--- config.mk ---
export PLATFORM = sky130hd
export DESIGN_NAME = ps2_key_decoder
export DESIGN_NICKNAME = d
export VERILOG_FILES = /design/src/rtl/ps2_key_decoder.sv
export SDC_FILE = /design/constraint.sdc
export NUM_CORES = 1
export LEC_CHECK = 0
export ABC_AREA = 1
export CAP_MARGIN = 20
export CORE_ASPECT_RATIO = 0.75
export CORE_UTILIZATION = 34
export DETAILED_ROUTE_END_ITERATION = 6
export PLACE_DENSITY = 0.51
export SYNTH_ARGS = -nofsm -noshare
export SYNTH_HDL_FRONTEND = slang
export SYNTH_SLANG_ARGS = --single-unit
--- constraint.sdc ---
create_clock -name clock -period 2.7 [get_ports clock]
set_clock_uncertainty 0.15 [all_clocks]
set_input_delay 0.81 -clock clock [delete_from_list [all_inputs] [get_ports clock]]
set_output_delay 0.81 -clock clock [all_outputs]
set_load 0.02 [all_outputs]
--- src/rtl/ps2_key_decoder.sv ---
// PS/2 set-2 key decoder: prefix FSM, arrow-key hold levels and a show-ahead event FIFO.
// Optional macro PS2_TYPEMATIC_FILTER_EN suppresses repeated makes of already-held keys.
module ps2_key_decoder #(
    parameter int FIFO_DEPTH = 8,
    parameter int CODE_W     = 8
) (
    input  logic              clock,
    input  logic              reset,
    input  logic [7:0]        scan_data,
    input  logic              scan_valid,
    output logic [CODE_W+1:0] evt_data,
    output logic              evt_valid,
    input  logic              evt_ready,
    output logic              key_up,
    output logic              key_down,
    output logic              key_left,
    output logic              key_right,
    output logic              overflow,
    input  logic              clear_ovf
);

    localparam int AW = $clog2(FIFO_DEPTH);
    localparam int CW = AW + 1;

    typedef enum logic [1:0] {IDLE, EXT, BRK, EXT_BRK} state_t;

    function automatic logic [7:0] translate(input logic [7:0] b);
        case (b)
            8'h1D:   translate = 8'd87;
            8'h1B:   translate = 8'd83;
            8'h1C:   translate = 8'd65;
            8'h23:   translate = 8'd68;
            default: translate = b;
        endcase
    endfunction

    state_t              state, state_next;
    logic                done, is_ext, is_break;
    logic [CODE_W-1:0]   code;
    logic [3:0]          keys, arrow_hit, wasd_hit;
    logic                repeat_make, push, pop, full, push_ok, drop;
    logic [AW-1:0]       wr_ptr, rd_ptr;
    logic [CW-1:0]       count;
    logic [CODE_W+1:0]   mem [FIFO_DEPTH];

    always_ff @(posedge clock or posedge reset) begin
        if (reset) state <= IDLE;
        else       state <= state_next;
    end

    always_comb begin
        state_next = state;
        done       = 1'b0;
        is_ext     = (state == EXT) || (state == EXT_BRK);
        is_break   = (state == BRK) || (state == EXT_BRK);
        if (scan_valid) begin
            case (state)
                IDLE:    if (scan_data == 8'hE0) state_next = EXT;
                         else if (scan_data == 8'hF0) state_next = BRK;
                         else done = 1'b1;
                EXT:     if (scan_data == 8'hF0) state_next = EXT_BRK;
                         else if (scan_data == 8'hE0) state_next = EXT;
                         else begin done = 1'b1; state_next = IDLE; end
                BRK:     if (scan_data == 8'hE0) state_next = EXT_BRK;
                         else if (scan_data == 8'hF0) state_next = BRK;
                         else begin done = 1'b1; state_next = IDLE; end
                default: if (scan_data == 8'hE0 || scan_data == 8'hF0) state_next = EXT_BRK;
                         else begin done = 1'b1; state_next = IDLE; end
            endcase
        end
    end

    assign code      = CODE_W'(translate(scan_data));
    assign arrow_hit = {scan_data == 8'h75, scan_data == 8'h72, scan_data == 8'h6B, scan_data == 8'h74};
    assign wasd_hit  = {scan_data == 8'h1D, scan_data == 8'h1B, scan_data == 8'h1C, scan_data == 8'h23};

`ifdef PS2_TYPEMATIC_FILTER_EN
    logic [3:0] wasd_held;
    assign repeat_make = !is_break && ((|(arrow_hit & keys)) || (|(wasd_hit & wasd_held)));

    always_ff @(posedge clock or posedge reset) begin
        if (reset)     wasd_held <= '0;
        else if (done) wasd_held <= is_break ? (wasd_held & ~wasd_hit) : (wasd_held | wasd_hit);
    end
`else
    assign repeat_make = 1'b0;
`endif

    assign push    = done && !repeat_make;
    assign full    = (count == CW'(FIFO_DEPTH));
    assign evt_valid = (count != '0);
    assign pop     = evt_valid && evt_ready;
    // A full FIFO still accepts a push when the head leaves in the same cycle.
    assign push_ok = push && (!full || pop);
    assign drop    = push && full && !pop;

    always_ff @(posedge clock or posedge reset) begin
        if (reset) begin
            wr_ptr   <= '0;
            rd_ptr   <= '0;
            count    <= '0;
            keys     <= '0;
            overflow <= 1'b0;
        end else begin
            if (push_ok) wr_ptr <= wr_ptr + AW'(1);
            if (pop)     rd_ptr <= rd_ptr + AW'(1);
            count <= count + CW'(push_ok) - CW'(pop);
            if (done) keys <= is_break ? (keys & ~arrow_hit) : (keys | arrow_hit);
            if (drop)           overflow <= 1'b1;
            else if (clear_ovf) overflow <= 1'b0;
        end
    end

    always_ff @(posedge clock) begin
        if (push_ok) mem[wr_ptr] <= {is_break, is_ext, code};
    end

    assign evt_data  = evt_valid ? mem[rd_ptr] : '0;
    assign key_up    = keys[3];
    assign key_down  = keys[2];
    assign key_left  = keys[1];
    assign key_right = keys[0];

endmodule

-- Yosys cells after proc, flatten, opt, wreduce, memory -nomap -nowiden
Memories as Yosys holds them, arrays and structs flattened.
Index checks and enable logic that the tools add are counted.
- flip-flop bits (word level): 17
- bits in writable memories: 80
- input port bits: 13
- word-level logic and storage cells: 66
- memories: 1
- $add $sub $neg: 4
- eq/ne operators: 15
- mux-type cells: 22
- bitwise gates (word level): 3
- reductions and logical operators: 15
- memories (memory ; words ; width ; read ports ; clocked after Yosys merged registers in ; write ports ; RTL line ; text):
    mem ; 8 ; 10 ; 1 ; 0 ; 1 ; 44 ; logic [CODE_W+1:0] mem [FIFO_DEPTH];
- operators by type and width (cell ; number):
    $eq A8 B7 Y1 const B ; 4
    $pmux W8 S4 ; 1
    $eq A8 B5 Y1 const B ; 3
    $eq A8 B8 Y1 const B ; 2
    $mux W2 ; 6
    $mux W1 ; 11
    $mux W10 ; 1
    $eq A8 B6 Y1 const B ; 1
    $add A3 B1 Y3 const B ; 2
    $pmux W2 S3 ; 1
    $add A4 B1 Y4 ; 1
    $and A4 B4 Y4 ; 1
    $eq A2 B2 Y1 const B ; 2
    $eq A4 B4 Y1 const B ; 1
    $logic_and A1 B1 Y1 ; 4
    $logic_or A1 B1 Y1 ; 4
    $mux W4 ; 1
    $not A4 Y4 ; 1
    $or A4 B4 Y4 ; 1
    $reduce_bool A4 Y1 ; 1
    $sub A4 B1 Y4 ; 1
    $ne A3 B3 Y1 const B ; 1
    $eq A2 B1 Y1 const B ; 1
    $logic_not A1 Y1 ; 2
    other kinds (5) ; 5

-- Depth between registers and ports, before layout
- depth after elaboration: 8
- mapped depth: 12

-- Least setup slack after synthesis
OpenSTA, ideal clock, no wires.
- kind: input to register
- start point: input port scan_data[4]
- end point: register count[2]
- arrival time: 2162 ps
- setup slack: 266 ps
- stages: 10
- buffers on the path: 1
- path through: nand2_1 -> nor2_4 -> o21ai_4 -> nand3_4 -> buf_12 -> inv_1 -> ha_1 -> inv_1 -> fa_1 -> xnor2_1
- longest elaborated chain between the ends: 8
- elaborated cells on any way between the ends: 13
- classes of those cells: 2 x add/sub; 2 x eq/ne; 7 x mux; 2 x reduce/logical
- ends and longest elaborated chain (what ; RTL line ; text):
    start: declaration ; 9 ; input logic [7:0] scan_data,
    $eq A8 B8 Y1, on equally long branches ; -- ;
    $mux W1 (tied with other cells) ; 59, 65 ;
    $mux W1, on equally long branches ; 64, 61, 67 ;
    $pmux W1 S2 (*) ; 57 ; case (state)
    $mux W1 (*) ; 56 ; if (scan_valid) begin
    $logic_and A1 B1 Y1 (*) ; 94 ; assign push_ok = push && (!full || pop);
    via push_ok ; 41 ; logic repeat_make, push, pop, full, push_ok, drop;
    $add A4 B1 Y4 (*) ; 107 ; count <= count + CW'(push_ok) - CW'(pop);
    $sub A4 B1 Y4 (*) ; 107 ;
    end signal: assignment ; 107 ;
    end: declaration ; 43 ; logic [CW-1:0] count;
The timed path passes the listed nets; every way through them passes the cells marked *.
A chain may end at the register's enable or synchronous reset.

-- Worst setup path after layout
- start point: register rd_ptr[0]
- end point: output port evt_data[4]
- longest elaborated chain between the ends: 2
- ends and longest elaborated chain (what ; RTL line ; text):
    start: declaration ; 42 ; logic [AW-1:0] wr_ptr, rd_ptr;
    start signal: assignment ; 106 ; if (pop) rd_ptr <= rd_ptr + AW'(1);
    $mem_v2 Z8 W10 ; -- ;
    $mux W10 ; 118 ; assign evt_data = evt_valid ? mem[rd_ptr] : '0;
    end: declaration ; 11 ; output logic [CODE_W+1:0] evt_data,
Every way passes these cells.

==> metrics.txt <==
# TYPE chip_impl_metric gauge
chip_impl_metric{name="power_per_cell_area",unit="mW/mm2"} 1025
chip_impl_info{name="kind_of_start_point_of_the_critical_path",value="flip-flop"} 1
chip_impl_metric{name="clk_latency",unit="ns"} 0.34
chip_impl_metric{name="yosysWarningCount",unit=""} 0
chip_impl_metric{name="track_usage",unit="%"} 16.08
chip_impl_metric{name="number_of_nets_produced_by_synthesis",unit=""} 458
chip_impl_metric{name="placeableCoreArea",unit="mm2"} 0.01257
chip_impl_metric{name="starting_density",unit="%"} 35.76
chip_impl_metric{name="setup_total_negative_slack",unit="ns"} 0
chip_impl_metric{name="cts_clock_pin_slew_for_the_worst_setup_and_hold_paths",unit="ns"} 0.07
chip_impl_metric{name="cts-root-to-sink-buffers",unit=""} 2
chip_impl_metric{name="route.vias.total",unit=""} 3187
chip_impl_metric{name="area_of_the_die",unit="mm2"} 0.01369
chip_impl_info{name="outcome",value="finished, final reports clean"} 1
chip_impl_metric{name="max_freq",unit="MHz"} 372.5
chip_impl_metric{name="ios",unit=""} 29
chip_impl_info{name="tritoncts",value="built"} 1
chip_impl_metric{name="total_of_buffers_placed_on_input_and_output_ports",unit=""} 28
chip_impl_metric{name="drive_gt1_share",unit="%"} 22.00
chip_impl_metric{name="number_of_antenna_violations_at_the_first_check_in_global_routing",unit=""} 0
chip_impl_metric{name="sw_frac_of_total",unit="%"} 35.89
chip_impl_metric{name="dp.final_hpwl",unit="um"} 6876
chip_impl_metric{name="syn_avg_cell_area",unit="um2"} 10.31
chip_impl_metric{name="net-switching-power",unit="uW"} 2105
chip_impl_info{name="clock_root_buffer",value="sky130_fd_sc_hd__clkbuf_16"} 1
chip_impl_metric{name="comb_power_share",unit="%"} 42.3
chip_impl_metric{name="final-setup-viol-count",unit=""} 0
chip_impl_metric{name="drt.antenna.violating_nets",unit=""} 0
chip_impl_metric{name="area_growth",unit="%"} 27.28
chip_impl_metric{name="finalHoldViolations",unit=""} 0
chip_impl_info{name="hp-class",value="flip-flop to flip-flop"} 1
chip_impl_metric{name="finalPower",unit="uW"} 5865
chip_impl_metric{name="max_slew_margin",unit="%"} 52.96
chip_impl_metric{name="share_clk_of_total_power",unit="%"} 23.3
chip_impl_metric{name="synth.lib_cells_used.distinct",unit=""} 31
chip_impl_metric{name="power.leakage",unit="uW"} 0.002311
chip_impl_metric{name="grt_overflow",unit=""} 0
chip_impl_info{name="layout.cells.most_common_list",value="sky130_fd_sc_hd__nor2_1 (96), sky130_fd_sc_hd__edfxtp_1 (80), sky130_fd_sc_hd__nand2_1 (46), sky130_fd_sc_hd__buf_4 (46), sky130_fd_sc_hd__o21ai_0 (39)"} 1
chip_impl_metric{name="worst_slew_pin_slew",unit="ns"} 0.7048
chip_impl_metric{name="cpPeakStageDelay",unit="ns"} 0.47
chip_impl_metric{name="insertedDiodeCount",unit=""} 0
chip_impl_metric{name="timing_max_transition_violations_final",unit=""} 0
chip_impl_info{name="worst_path_dominant_cell_family",value="flip-flops"} 1
chip_impl_metric{name="gp_congestion",unit=""} 0.8252
chip_impl_metric{name="h-tree-depth",unit=""} 3
chip_impl_metric{name="vias_per_cell",unit=""} 4.721
chip_impl_metric{name="fin_crit_sh",unit="%"} 99.42
chip_impl_metric{name="util_after_layout",unit="%"} 45.52
chip_impl_metric{name="synthesis.instances",unit=""} 436
chip_impl_metric{name="placement_rows",unit=""} 35
chip_impl_metric{name="p_int",unit="uW"} 3760
chip_impl_metric{name="routed_wire_length_per_instance",unit="um"} 14.95
chip_impl_metric{name="postLayoutCellArea",unit="mm2"} 0.005720
chip_impl_info{name="critPathKind",value="flip-flop to output pin"} 1
chip_impl_metric{name="die_height",unit="um"} 101.6
chip_impl_info{name="commonest_non_fill_non_tap_cell_in_the_layout",value="sky130_fd_sc_hd__nor2_1"} 1
chip_impl_info{name="rsz0062_at_grt",value="true"} 1
chip_impl_metric{name="ys_seq_elements",unit=""} 97
chip_impl_info{name="crit_path_top_delay_cell",value="sky130_fd_sc_hd__dfrtp_2"} 1
chip_impl_metric{name="drtIter0Drc",unit=""} 202
chip_impl_metric{name="worstPathRequired",unit="ns"} 1.74
chip_impl_metric{name="grt_max_degree",unit=""} 31
chip_impl_metric{name="num-fill-cells",unit=""} 1195
chip_impl_metric{name="vias_in_the_first_global_route",unit=""} 3181
chip_impl_metric{name="peak_ir_drop_on_the_vdd_network",unit="uV"} 415.5
chip_impl_metric{name="layout_min_cycle_time",unit="ns"} 2.684
chip_impl_metric{name="die_w",unit="um"} 134.8
chip_impl_info{name="worst_path_most_repeated_cell",value="sky130_fd_sc_hd__nor2_1"} 1
chip_impl_metric{name="drt_pass1_iterations",unit=""} 4
chip_impl_info{name="critical_path.cell_chain",value="buf_6 -> clkbuf_16 -> nor2_2 -> nor2_1 -> o21ai_1 -> o21ai_1 -> nor2_1 -> nor2_1 -> buf_4"} 1
chip_impl_metric{name="grt_first_pass_wirelength",unit="um"} 16420
chip_impl_metric{name="tritoncts_num_sinks",unit=""} 97
chip_impl_metric{name="routed_wl",unit="um"} 10090
chip_impl_metric{name="num-nets-final",unit=""} 526
chip_impl_metric{name="pwr-share-seq",unit="%"} 34.3
chip_impl_metric{name="max_cap_violations",unit=""} 0
chip_impl_metric{name="detailed_place.area",unit="mm2"} 0.005338
chip_impl_metric{name="drt_drc_violations_left",unit=""} 0
chip_impl_info{name="critical_path.endpoint_type",value="output pin"} 1
chip_impl_metric{name="synth.cell_area",unit="mm2"} 0.004494
chip_impl_metric{name="synth_sequential_area_ratio",unit="%"} 62.92
chip_impl_metric{name="worstPathMaxFanout",unit=""} 7
chip_impl_metric{name="cp_data_arrival_time",unit="ns"} 1.72
chip_impl_metric{name="cts_inserted_buffers",unit=""} 9
chip_impl_metric{name="critical_path_buf_inv_count",unit=""} 3
## flip-flops by register name (all words and copies together), names as in the netlist, named ones only
name and flops:
wr_ptr 3, state 2, count 4, overflow 1, rd_ptr 3, mem 80
## worst paths after layout
kind	from	end	slack, ns	cells after the start
worst min-delay path	flip-flop	flip-flop	0.33	2
max in group asynchronous	reset	rd_ptr[0]	1.18	2
min in group asynchronous	reset	count[1]	0.73	2
worst min register to register	flip-flop	flip-flop	0.33	2
worst max-delay path	rd_ptr[0]	evt_data[4]	0.02	9
worst max register to register	count[1]	count[2]	0.26	11
## worst min-delay path, delay by kind of cell (launching register included)
family | cells | cell delay (ns)
and+or+nand+nor | 2 | 0.09
DFF | 1 | 0.35
## kinds of logic (layout without fill, tap and decap cells)
logic type	Yosys count	in the layout	share of synthesized area [%]
AO/OA/AOI/OAI	59	59	6.821
XOR/XNOR	5	5	0.9746
adder cells (fa/ha/maj)	9	9	2.673
buffers and inverters	57	130	5.456
flip-flops	97	97	62.92
AND/OR/NAND/NOR	209	209	21.16
## power groups by stage
stage | logic (uW) | clock network, uW | registers [uW]
6_report | 2480 | 1370 | 2010
5_1_grt | 2780 | 1460 | 2050
4_1_cts | 2320 | 1400 | 2010
3_5_place_dp | 2420 | 0 | 2040
3_3_place_gp | 2410 | 0 | 2030
2_1_floorplan | 1440 | 0 | 2000
## final cells by class
class | count | area (um2) | share of cell area (%)
Clock buffer | 10 | 229.0 | 4.003
Clock inverter | 6 | 91.34 | 1.597
Inverter | 34 | 130.1 | 2.275
Multi-Input combinational cell | 282 | 1441 | 25.20
Sequential cell | 97 | 2830 | 49.47
Tap cell | 166 | 207.7 | 3.631
Timing Repair Buffer | 80 | 790.8 | 13.82
## cell usage after synthesis
| cell | number | area (um2) |
|---|---|---|
| sky130_fd_sc_hd__a21oi_1 | 2 | 10.01 |
| sky130_fd_sc_hd__buf_1 | 5 | 18.77 |
| sky130_fd_sc_hd__buf_12 | 1 | 20.02 |
| sky130_fd_sc_hd__buf_2 | 5 | 25.02 |
| sky130_fd_sc_hd__buf_6 | 1 | 11.26 |
| sky130_fd_sc_hd__clkbuf_1 | 10 | 37.54 |
| sky130_fd_sc_hd__clkbuf_2 | 1 | 5.000 |
| sky130_fd_sc_hd__dfrtp_1 | 17 | 425.4 |
| sky130_fd_sc_hd__edfxtp_1 | 80 | 2402 |
| sky130_fd_sc_hd__fa_1 | 1 | 20.02 |
| sky130_fd_sc_hd__ha_1 | 8 | 100.1 |
| sky130_fd_sc_hd__inv_1 | 31 | 116.4 |
| sky130_fd_sc_hd__inv_2 | 3 | 11.26 |
| sky130_fd_sc_hd__nand2_1 | 46 | 172.7 |
| sky130_fd_sc_hd__nand2_2 | 2 | 12.51 |
| sky130_fd_sc_hd__nand2_4 | 3 | 33.78 |
| sky130_fd_sc_hd__nand3_1 | 28 | 140.1 |
| sky130_fd_sc_hd__nand3_2 | 1 | 10.01 |
| sky130_fd_sc_hd__nand3_4 | 1 | 17.52 |
| sky130_fd_sc_hd__nand3b_1 | 1 | 7.510 |
| sky130_fd_sc_hd__nand4_1 | 9 | 56.30 |
| sky130_fd_sc_hd__nor2_1 | 104 | 390.4 |
| sky130_fd_sc_hd__nor2_2 | 10 | 62.56 |
| sky130_fd_sc_hd__nor2_4 | 2 | 22.52 |
| sky130_fd_sc_hd__nor2_8 | 1 | 20.02 |
| sky130_fd_sc_hd__nor3_1 | 1 | 5.000 |
| sky130_fd_sc_hd__o21ai_0 | 50 | 250.2 |
| sky130_fd_sc_hd__o21ai_1 | 6 | 30.03 |
| sky130_fd_sc_hd__o21ai_4 | 1 | 16.27 |
| sky130_fd_sc_hd__xnor2_1 | 3 | 26.28 |
| sky130_fd_sc_hd__xor2_1 | 2 | 17.52 |
## through the flow
stage | cells | hold slack, ns | setup slack [ns]
4_1_cts | 672 | 0.3337 | 0.01245
3_3_place_gp | 655 | 0.3091 | -0.1230
6_report | 675 | 0.3258 | 0.01573
2_1_floorplan | 436 | 0.3748 | 0.2659
5_1_grt | 675 | 0.3585 | -0.07848
3_5_place_dp | 655 | 0.3127 | -0.1384
## per-layer routing
layer,up-vias,track usage (%),share of wire (%)
met5,-,0,0
met4,0,4.494,0.89
met3,8,3.203,3.3
met2,50,25.89,45
met1,1528,22.17,51
li1,1601,-,-
## what timing repair did
action	CTS	global route
pin swaps	0	5
hold buffers	0	0
gates cloned	0	2
gates resized for setup	43	31
endpoints found under the setup margin	11	9
setup buffers	1	1
Power figures use the tool's default switching activity.
